--- config.mk ---
export PLATFORM = sky130hd
export DESIGN_NAME = bcd_display_scanner
export DESIGN_NICKNAME = d
export VERILOG_FILES = /design/src/rtl/bcd_disp_pkg.sv /design/src/rtl/bcd_lz_mask.sv /design/src/rtl/bcd_display_scanner.sv
export SDC_FILE = /design/constraint.sdc
export NUM_CORES = 1
export LEC_CHECK = 0
export ABC_AREA = 1
export BUFFER_PORTS_ARGS = -buffer_cell sky130_fd_sc_hd__buf_2
export CAP_MARGIN = 30
export CORE_UTILIZATION = 25
export DETAILED_ROUTE_END_ITERATION = 7
export GPL_ROUTABILITY_DRIVEN = 1
export PLACE_DENSITY_LB_ADDON = 0.12
export SLEW_MARGIN = 20
export SYNTH_ARGS = -nofsm -noshare
export SYNTH_HDL_FRONTEND = slang
export SYNTH_SLANG_ARGS = --single-unit
--- constraint.sdc ---
create_clock -name clk -period 3.93 [get_ports clk]
set_input_delay 0.393 -clock clk [delete_from_list [all_inputs] [get_ports clk]]
set_output_delay 0.393 -clock clk [all_outputs]
set_load 0.01 [all_outputs]
--- src/rtl/bcd_disp_pkg.sv ---
// Shared constants for the multiplexed BCD display scanner.
// Defaults match a 4-digit panel refreshed from a 100 MHz-class clock.
package bcd_disp_pkg;

    localparam int DIGIT_W          = 4;
    localparam int DEF_NUM_DIGITS   = 4;
    localparam int DEF_REFRESH_DIV  = 100000;
    localparam int DEF_BLANK_CYCLES = 16;

endpackage

--- src/rtl/bcd_lz_mask.sv ---
// Leading-zero blank mask: a digit goes dark when it and every digit
// above it are zero with no decimal point lit. Digit 0 always shows.
module bcd_lz_mask
    import bcd_disp_pkg::*;
#(
    parameter int NUM_DIGITS = DEF_NUM_DIGITS
) (
    input  logic [NUM_DIGITS-1:0][DIGIT_W-1:0] digits,
    input  logic [NUM_DIGITS-1:0]              dp,
    input  logic                               en,
    output logic [NUM_DIGITS-1:0]              blank
);

    logic run_zero;

    always_comb begin
        run_zero = 1'b1;
        blank    = '0;
        for (int i = NUM_DIGITS - 1; i > 0; i--) begin
            run_zero = run_zero & (digits[i] == '0) & ~dp[i];
            blank[i] = en & run_zero;
        end
    end

endmodule

--- src/rtl/bcd_display_scanner.sv ---
// Time-multiplexed BCD display scanner with frame-synchronous shadow,
// anti-ghost dead time and leading-zero suppression.
module bcd_display_scanner
    import bcd_disp_pkg::*;
#(
    parameter int NUM_DIGITS   = DEF_NUM_DIGITS,
    parameter int REFRESH_DIV  = DEF_REFRESH_DIV,
    parameter int BLANK_CYCLES = DEF_BLANK_CYCLES
) (
    input  logic                            clk,
    input  logic                            rst_n,
    input  logic                            enable,
    input  logic [DIGIT_W*NUM_DIGITS-1:0]   digits_in,
    input  logic [NUM_DIGITS-1:0]           dp_in,
    input  logic                            lz_blank_en,
    output logic [NUM_DIGITS-1:0]           anode_n,
    output logic [DIGIT_W-1:0]              digit_val,
    output logic                            dp_out,
    output logic [$clog2(NUM_DIGITS)-1:0]   digit_idx,
    output logic                            frame_start
);

    localparam int CW = $clog2(REFRESH_DIV);
    localparam int IW = $clog2(NUM_DIGITS);
    localparam logic [CW-1:0] CNT_LAST = CW'(REFRESH_DIV - 1);
    localparam logic [IW-1:0] IDX_LAST = IW'(NUM_DIGITS - 1);
    localparam logic [NUM_DIGITS-1:0] SEL_ONE = NUM_DIGITS'(1);

    logic [CW-1:0]                      cnt;
    logic [IW-1:0]                      idx;
    logic [NUM_DIGITS-1:0][DIGIT_W-1:0] sh_dig;
    logic [NUM_DIGITS-1:0]              sh_dp;
    logic                               started;
    logic                               fresh;
    logic                               cnt_wrap;
    logic                               frame_wrap;
    logic                               dead;
    logic [NUM_DIGITS-1:0]              blank;

    assign cnt_wrap   = (cnt == CNT_LAST);
    assign frame_wrap = cnt_wrap && (idx == IDX_LAST);

    generate
        if (BLANK_CYCLES == 0) begin : g_no_dead
            assign dead = 1'b0;
        end else begin : g_dead
            assign dead = (cnt < CW'(BLANK_CYCLES));
        end
    endgenerate

    bcd_lz_mask #(
        .NUM_DIGITS (NUM_DIGITS)
    ) u_lz_mask (
        .digits (sh_dig),
        .dp     (sh_dp),
        .en     (lz_blank_en),
        .blank  (blank)
    );

    // Scan position and shadow; the first enabled cycle only loads.
    always_ff @(posedge clk or negedge rst_n) begin
        if (!rst_n) begin
            cnt     <= '0;
            idx     <= '0;
            sh_dig  <= '0;
            sh_dp   <= '0;
            started <= 1'b0;
            fresh   <= 1'b0;
        end else if (enable) begin
            if (!started) begin
                started <= 1'b1;
                sh_dig  <= digits_in;
                sh_dp   <= dp_in;
                fresh   <= 1'b1;
            end else begin
                fresh <= frame_wrap;
                if (cnt_wrap) begin
                    cnt <= '0;
                    idx <= (idx == IDX_LAST) ? '0 : idx + 1'b1;
                end else begin
                    cnt <= cnt + 1'b1;
                end
                if (frame_wrap) begin
                    sh_dig <= digits_in;
                    sh_dp  <= dp_in;
                end
            end
        end
    end

    // Output stage trails the scan position by one cycle.
    always_ff @(posedge clk or negedge rst_n) begin
        if (!rst_n) begin
            anode_n     <= '1;
            digit_val   <= '0;
            dp_out      <= 1'b0;
            digit_idx   <= '0;
            frame_start <= 1'b0;
        end else if (!enable) begin
            anode_n     <= '1;
            frame_start <= 1'b0;
        end else begin
            digit_idx   <= idx;
            digit_val   <= sh_dig[idx];
            dp_out      <= sh_dp[idx];
            frame_start <= fresh;
            if (!started || dead || blank[idx])
                anode_n <= '1;
            else
                anode_n <= ~(SEL_ONE << idx);
        end
    end

endmodule

# ---- After elaboration in Yosys (flattened, before gate mapping)
# Index checks and enable logic that the tools add are counted.
dict set report op_classes {
  n_addsub 2
  mul 0
  div_mod_pow 0
  magnitude_cmp 2
  n_eq_ne 3
  shifts 1
  muxes 16
  n_bitwise 12
  reduce_logical 10
}
# cell n
set ops {}
lappend ops {{2-to-1 mux 16 bit} 2}
lappend ops {{2-to-1 mux 4 bit} 5}
lappend ops {{adder 17 x 1 -> 17 bit, second input constant} 1}
lappend ops {{== test 17 bit, second input constant} 1}
lappend ops {{< comparator 17 x 5 -> 1 bit, second input constant} 1}
lappend ops {{2-to-1 mux 17 bit} 1}
lappend ops {{zero test 4 bit} 3}
lappend ops {{AND 1 bit} 8}
lappend ops {{binary-select mux 4 bit (select 2 bit)} 1}
lappend ops {{binary-select mux 1 bit (select 2 bit)} 2}
lappend ops {{2-to-1 mux 1 bit} 4}
lappend ops {{NOT 4 bit} 1}
lappend ops {{AND reduction 2 bit} 2}
lappend ops {{left shift 1 x 2 -> 4 bit, first input constant} 1}
lappend ops {{< comparator 2 x 3 -> 1 bit, second input constant} 1}
lappend ops {{NOT 1 bit} 3}
lappend ops {{AND reduction 3 bit} 1}
lappend ops {{adder 2 x 1 -> 2 bit, second input constant} 1}
lappend ops {{== test 2 bit, second input constant} 1}
lappend ops {{logical OR 1 bit} 2}
lappend ops {{2-to-1 mux 2 bit} 1}
lappend ops {{!= test 2 x 1 -> 1 bit, second input constant} 1}
lappend ops {{logical AND 1 bit} 1}
lappend ops {{zero test 1 bit} 1}
dict set report word_totals {
  regBits 53
  latchBits 0
  mem_bits_rw 0
  rom_bits 0
  inputBits 24
  output_inout_bits 12
  wordCells 60
  memories 0
}

# ---- Longest topological paths before layout
dict set report logic_depth {
  depth_word 12
  ltp_mapped 10
  depth_no_buf 9
}

# ---- By module
# From an unflattened synthesis, not the netlist that was laid out.
dict set report hier_totals {
  cells_unflattened 357
  area_unflattened_um2 2747.6
}
# mod n_inst cells_each area_per_inst_um2 seq_area_each_um2
set by_module_without_submodules {}
lappend by_module_without_submodules {bcd_display_scanner 1 337 2658.8 1331.3}
lappend by_module_without_submodules {bcd_lz_mask 1 20 88.8 0.0}

# ---- Worst setup path after synthesis
# No wires, ideal clock.
dict set report synth_timing {
  kind {reg2reg}
  from {reg cnt[1]}
  to {reg sh_dig[9] (netlist name)}
  setup_time_ps 117
  arrival_ps 1218
  required_time_ps 3813
  path_slack_ps 2595
  stages_incl_launch_ff 10
  path_buffers 1
  synth_period_minus_slack_ps 1335
  cell_sequence {dfrtp_1 ha_1 inv_1 nor2_2 nand4_1 nand2_2 nand2_2 buf_6 nand2_1 nand2_1}
}
dict set report synth_via {
  elab_chain_len 4
}
# element line_no
set synth_lines {}
lappend synth_lines {{from (decl)} bcd_display_scanner.sv:29} ;# logic [CW-1:0] cnt;
lappend synth_lines {{from (signal assigned)} bcd_display_scanner.sv:81} ;# cnt <= cnt + 1'b1;
lappend synth_lines {{== test 17 bit} bcd_display_scanner.sv:40} ;# assign cnt_wrap = (cnt == CNT_LAST);
lappend synth_lines {{logical AND 1 bit} bcd_display_scanner.sv:41} ;# assign frame_wrap = cnt_wrap && (idx == IDX_LAST);
lappend synth_lines {{!= test 2 x 1 -> 1 bit (no source line)} n/a}
lappend synth_lines {{AND reduction 2 bit (no source line)} n/a}
lappend synth_lines {{to (signal assigned)} bcd_display_scanner.sv:72} ;# sh_dig <= digits_in;
lappend synth_lines {{to (signal assigned)} bcd_display_scanner.sv:84} ;# sh_dig <= digits_in;
lappend synth_lines {{to (decl)} bcd_display_scanner.sv:31} ;# logic [NUM_DIGITS-1:0][DIGIT_W-1:0] sh_dig;
# Every way passes these cells.
# A chain may end at the register's enable or synchronous reset.

# ---- Final worst setup path
dict set report layout_timing {
  from {reg idx[0]}
  to {reg sh_dig[13] (netlist name)}
}
dict set report layout_via {
  elab_chain_len 4
}
# element line_no
set layout_lines {}
lappend layout_lines {{from (decl)} bcd_display_scanner.sv:30} ;# logic [IW-1:0] idx;
lappend layout_lines {{from (signal assigned)} bcd_display_scanner.sv:79} ;# idx <= (idx == IDX_LAST) ? '0 : idx + 1'b1;
lappend layout_lines {{== test 2 bit} bcd_display_scanner.sv:41}
lappend layout_lines {{logical AND 1 bit} bcd_display_scanner.sv:41}
lappend layout_lines {{!= test 2 x 1 -> 1 bit (no source line)} n/a}
lappend layout_lines {{AND reduction 2 bit (no source line)} n/a}
# Every way passes these cells.

==> impl_metrics.toml <==
[power]
p_per_area_nw_per_um2 = 415
leakage_nw = 1.53
power_frac_clock = 0.259
ir_drop_mv = 0.145
p_sw_frac = 0.333
seqPwrFrac = 0.536
p_int_mw = 0.849
pwr-share-comb = 0.205
p_switching_mw = 0.423

[synth]
syn_area_sq_um = 2690
ys_warn_count = 0
syn_nets = 361
ys_ff_latch = 53
syn_area_per_cell_sq_um = 8.10
synth_cell_type_count = 30
seq_area_frac_synth = 0.495
synth_cells = 332

[sta]
setup_ws_ps = 1670
setup_viol = 0
rsz0062_at_grt = "false"
hold_viol_final = 0
relSlewSlack = 0.565
slew_viol_final = 0
max_freq_mhz = 443
final.setup.tns_ps = 0
layout_worst_path_cycle_share = 0.574
fin_crit_ps = 2260
tightest_slew_ps = 652
fin_skew_ps = 8.70

[place]
gp_congestion = 0.717
detailed_place_hpwl_microns = 4690
post_dp_cell_area_sq_um = 2960
portBuffers = 35
dp_cells = 493
pre_cts_slack_ps = 1630

[routing]
drt_drc_violations_left = 0
avgRoutedWirePerCell_microns = 12.7
drtPass1Iterations = 4
drtAntennaViolNets = 0
drt_iter0_markers = 99
vias_per_cell = 4.38
routed_wl_microns = 6390
num_vias = 2199

[final_layout]
synthToLayoutAreaGrowth_pct = 14.0
drive_above_1_share = 0.161
seq_area_sq_um = 1330
postLayoutCoreUtil = 0.295
stdcell_area_sq_um = 3060
multiInputGateArea_sq_um = 1140
fin_nets = 394
fillers = 1174
num_antenna_cells = 0
instances_no_fill = 502

[grt]
gr-max-usage-layer = "met2"
grt_pass1_wl_microns = 10800
globalRouteOverflowTotal = 0
grt.total_usage = 0.124
grt_pass1_vias = 2211
grt_max_degree = 40
antenna_found_initial = 0
met2_usage = 0.199
gr-usage-met3 = 0.0241
grtUsageMet1 = 0.165

[worst_setup_path]
worstPathMaxFanout = 21
critPathCaptureType = "flop"
criticalPathCategory = "flop to flop"
worstSetupStartpointType = "flop"
worst_ep_arrival_time_ps = 2460
r2r_slack_ps = 1670
crit_required_ps = 4140

[outcome]
outcome = "finished clean"

[clock_network]
cts.path.max_buffers = 2
clockRootBuffer = "clkbuf_8"
cts_setup_buffers = 0
clock_latency_ps = 310
cts_tree = "built"
clk_pin_slew_ps = 100
cts_buffers = 5
cts.repair.resized = 0
clkSinkCount = 53
htree_levels = 2

[die]
die_h_microns = 106
initial_core_util = 0.259
core-area_sq_um = 10400
die_area_sq_um = 11200
pin_count = 36
num_rows = 37
die_w_microns = 106

[min_path]
hp-class = "input pin to flop"

[job]
cap_violations = 0
[registers in the layout, indices dropped and copies added (netlist names)]
signal	flops
anode_n	4
cnt	17
digit_idx	2
digit_val	4
dp_out	1
frame_start	1
fresh	1
idx	2
sh_dig	16
sh_dp	4
started	1
[cells in the mapped netlist, drive strengths merged]
cell type / instances / area [sq um]
nand2: 87 / 342
dfrtp: 49 / 1230
nor2: 40 / 153
nand3: 38 / 190
inv: 33 / 124
o21ai: 21 / 105
buf: 8 / 68.8
nand4: 8 / 50.1
nor3: 8 / 67.6
a21oi: 7 / 35.0
xor2: 6 / 52.6
a31oi: 5 / 31.3
ha: 5 / 62.6
dfstp: 4 / 105
clkbuf: 3 / 11.3
o211ai: 3 / 22.5
clkinv: 2 / 7.51
or2: 2 / 12.5
nand3b: 1 / 7.51
nor3b: 1 / 7.51
nor4: 1 / 6.26
[metal layers]
layer  up-vias  wire [microns]
met2        36            2900
met3         8             186
met4         0              93
met1      1014            3210
li1       1141               -
met5         -               0
[worst paths after layout]
| path | startpoint | endpoint | cells past startpoint |
|---|---|---|---|
| min in group asynchronous | rst_n | cnt[16] | 2 |
| max in group asynchronous | rst_n | sh_dig[11] | 3 |
| worst min-delay path | digits_in[2] | sh_dig[2] | 3 |
| worst max-delay path | idx[0] | sh_dig[13] | 6 |
| worst min register to register | fresh | frame_start | 2 |
| worst max register to register | idx[0] | sh_dig[13] | 6 |
[area by class of cell]
cell class | count | area share
clock buffers | 7 | 0.0282
flip-flops and latches | 53 | 0.434
clock inverters | 1 | 0.00245
inverters | 35 | 0.0429
well taps | 136 | 0.0555
repair buffers | 37 | 0.0629
multi-input cells | 233 | 0.374
[kinds of logic (layout without fill, tap and decap cells)]
kind of cell,after synthesis,in the layout,synth area share
and+or+nand+nor,186,186,0.311
DFF,53,53,0.495
buffers and inverters,46,80,0.0787
AOI/OAI and AO/OA,36,36,0.0722
xor gates and xnor gates,6,6,0.0196
adders and majority gates,5,5,0.0233
[per-stage QoR]
step                      hold WS [ps]  power [mW]
after floorplan                   97.4       0.866
final                              303        1.27
after global placement             323       0.959
after detailed placement           323       0.957
after global routing               310        1.36
after CTS                          289        1.30
[power groups by stage]
stage	combinational (mW)	clock [mW]	sequential [mW]
CTS	0.266	0.349	0.682
floorplan	0.191	0	0.675
finish	0.261	0.330	0.681
global route	0.304	0.361	0.692
global placement	0.265	0	0.694
detailed placement	0.265	0	0.693
[repair_timing]
| item | in CTS | in global routing |
|---|---|---|
| hold buffers | 1 | 0 |
| setup endpoints to repair | 0 | 0 |
| endpoints found under the hold margin | 10 | 0 |
[critical path: stages (launching register included)]
cell and delay [ps]:
dfrtp_1 760, ha_1 330, nand4_1 140, nand2_2 340, nand2_2 360, nand2_1 160
nand2_1 60
[cell usage in the layout (no fill, tap or decap), types with 2 or more instances in the layout]
master	count
a21oi_1	7
a31oi_1	5
buf_2	35
clkbuf_8	6
clkinv_1	2
dfrtp_1	49
dfstp_2	4
ha_1	5
inv_1	31
inv_2	2
nand2_1	83
nand2_2	3
nand3_1	38
nand4_1	8
nor2_1	39
nor3_1	5
nor3_4	2
o211ai_1	3
o21ai_0	19
o21ai_1	2
or2_2	2
xor2_1	6
Power figures use the tool's default switching activity.
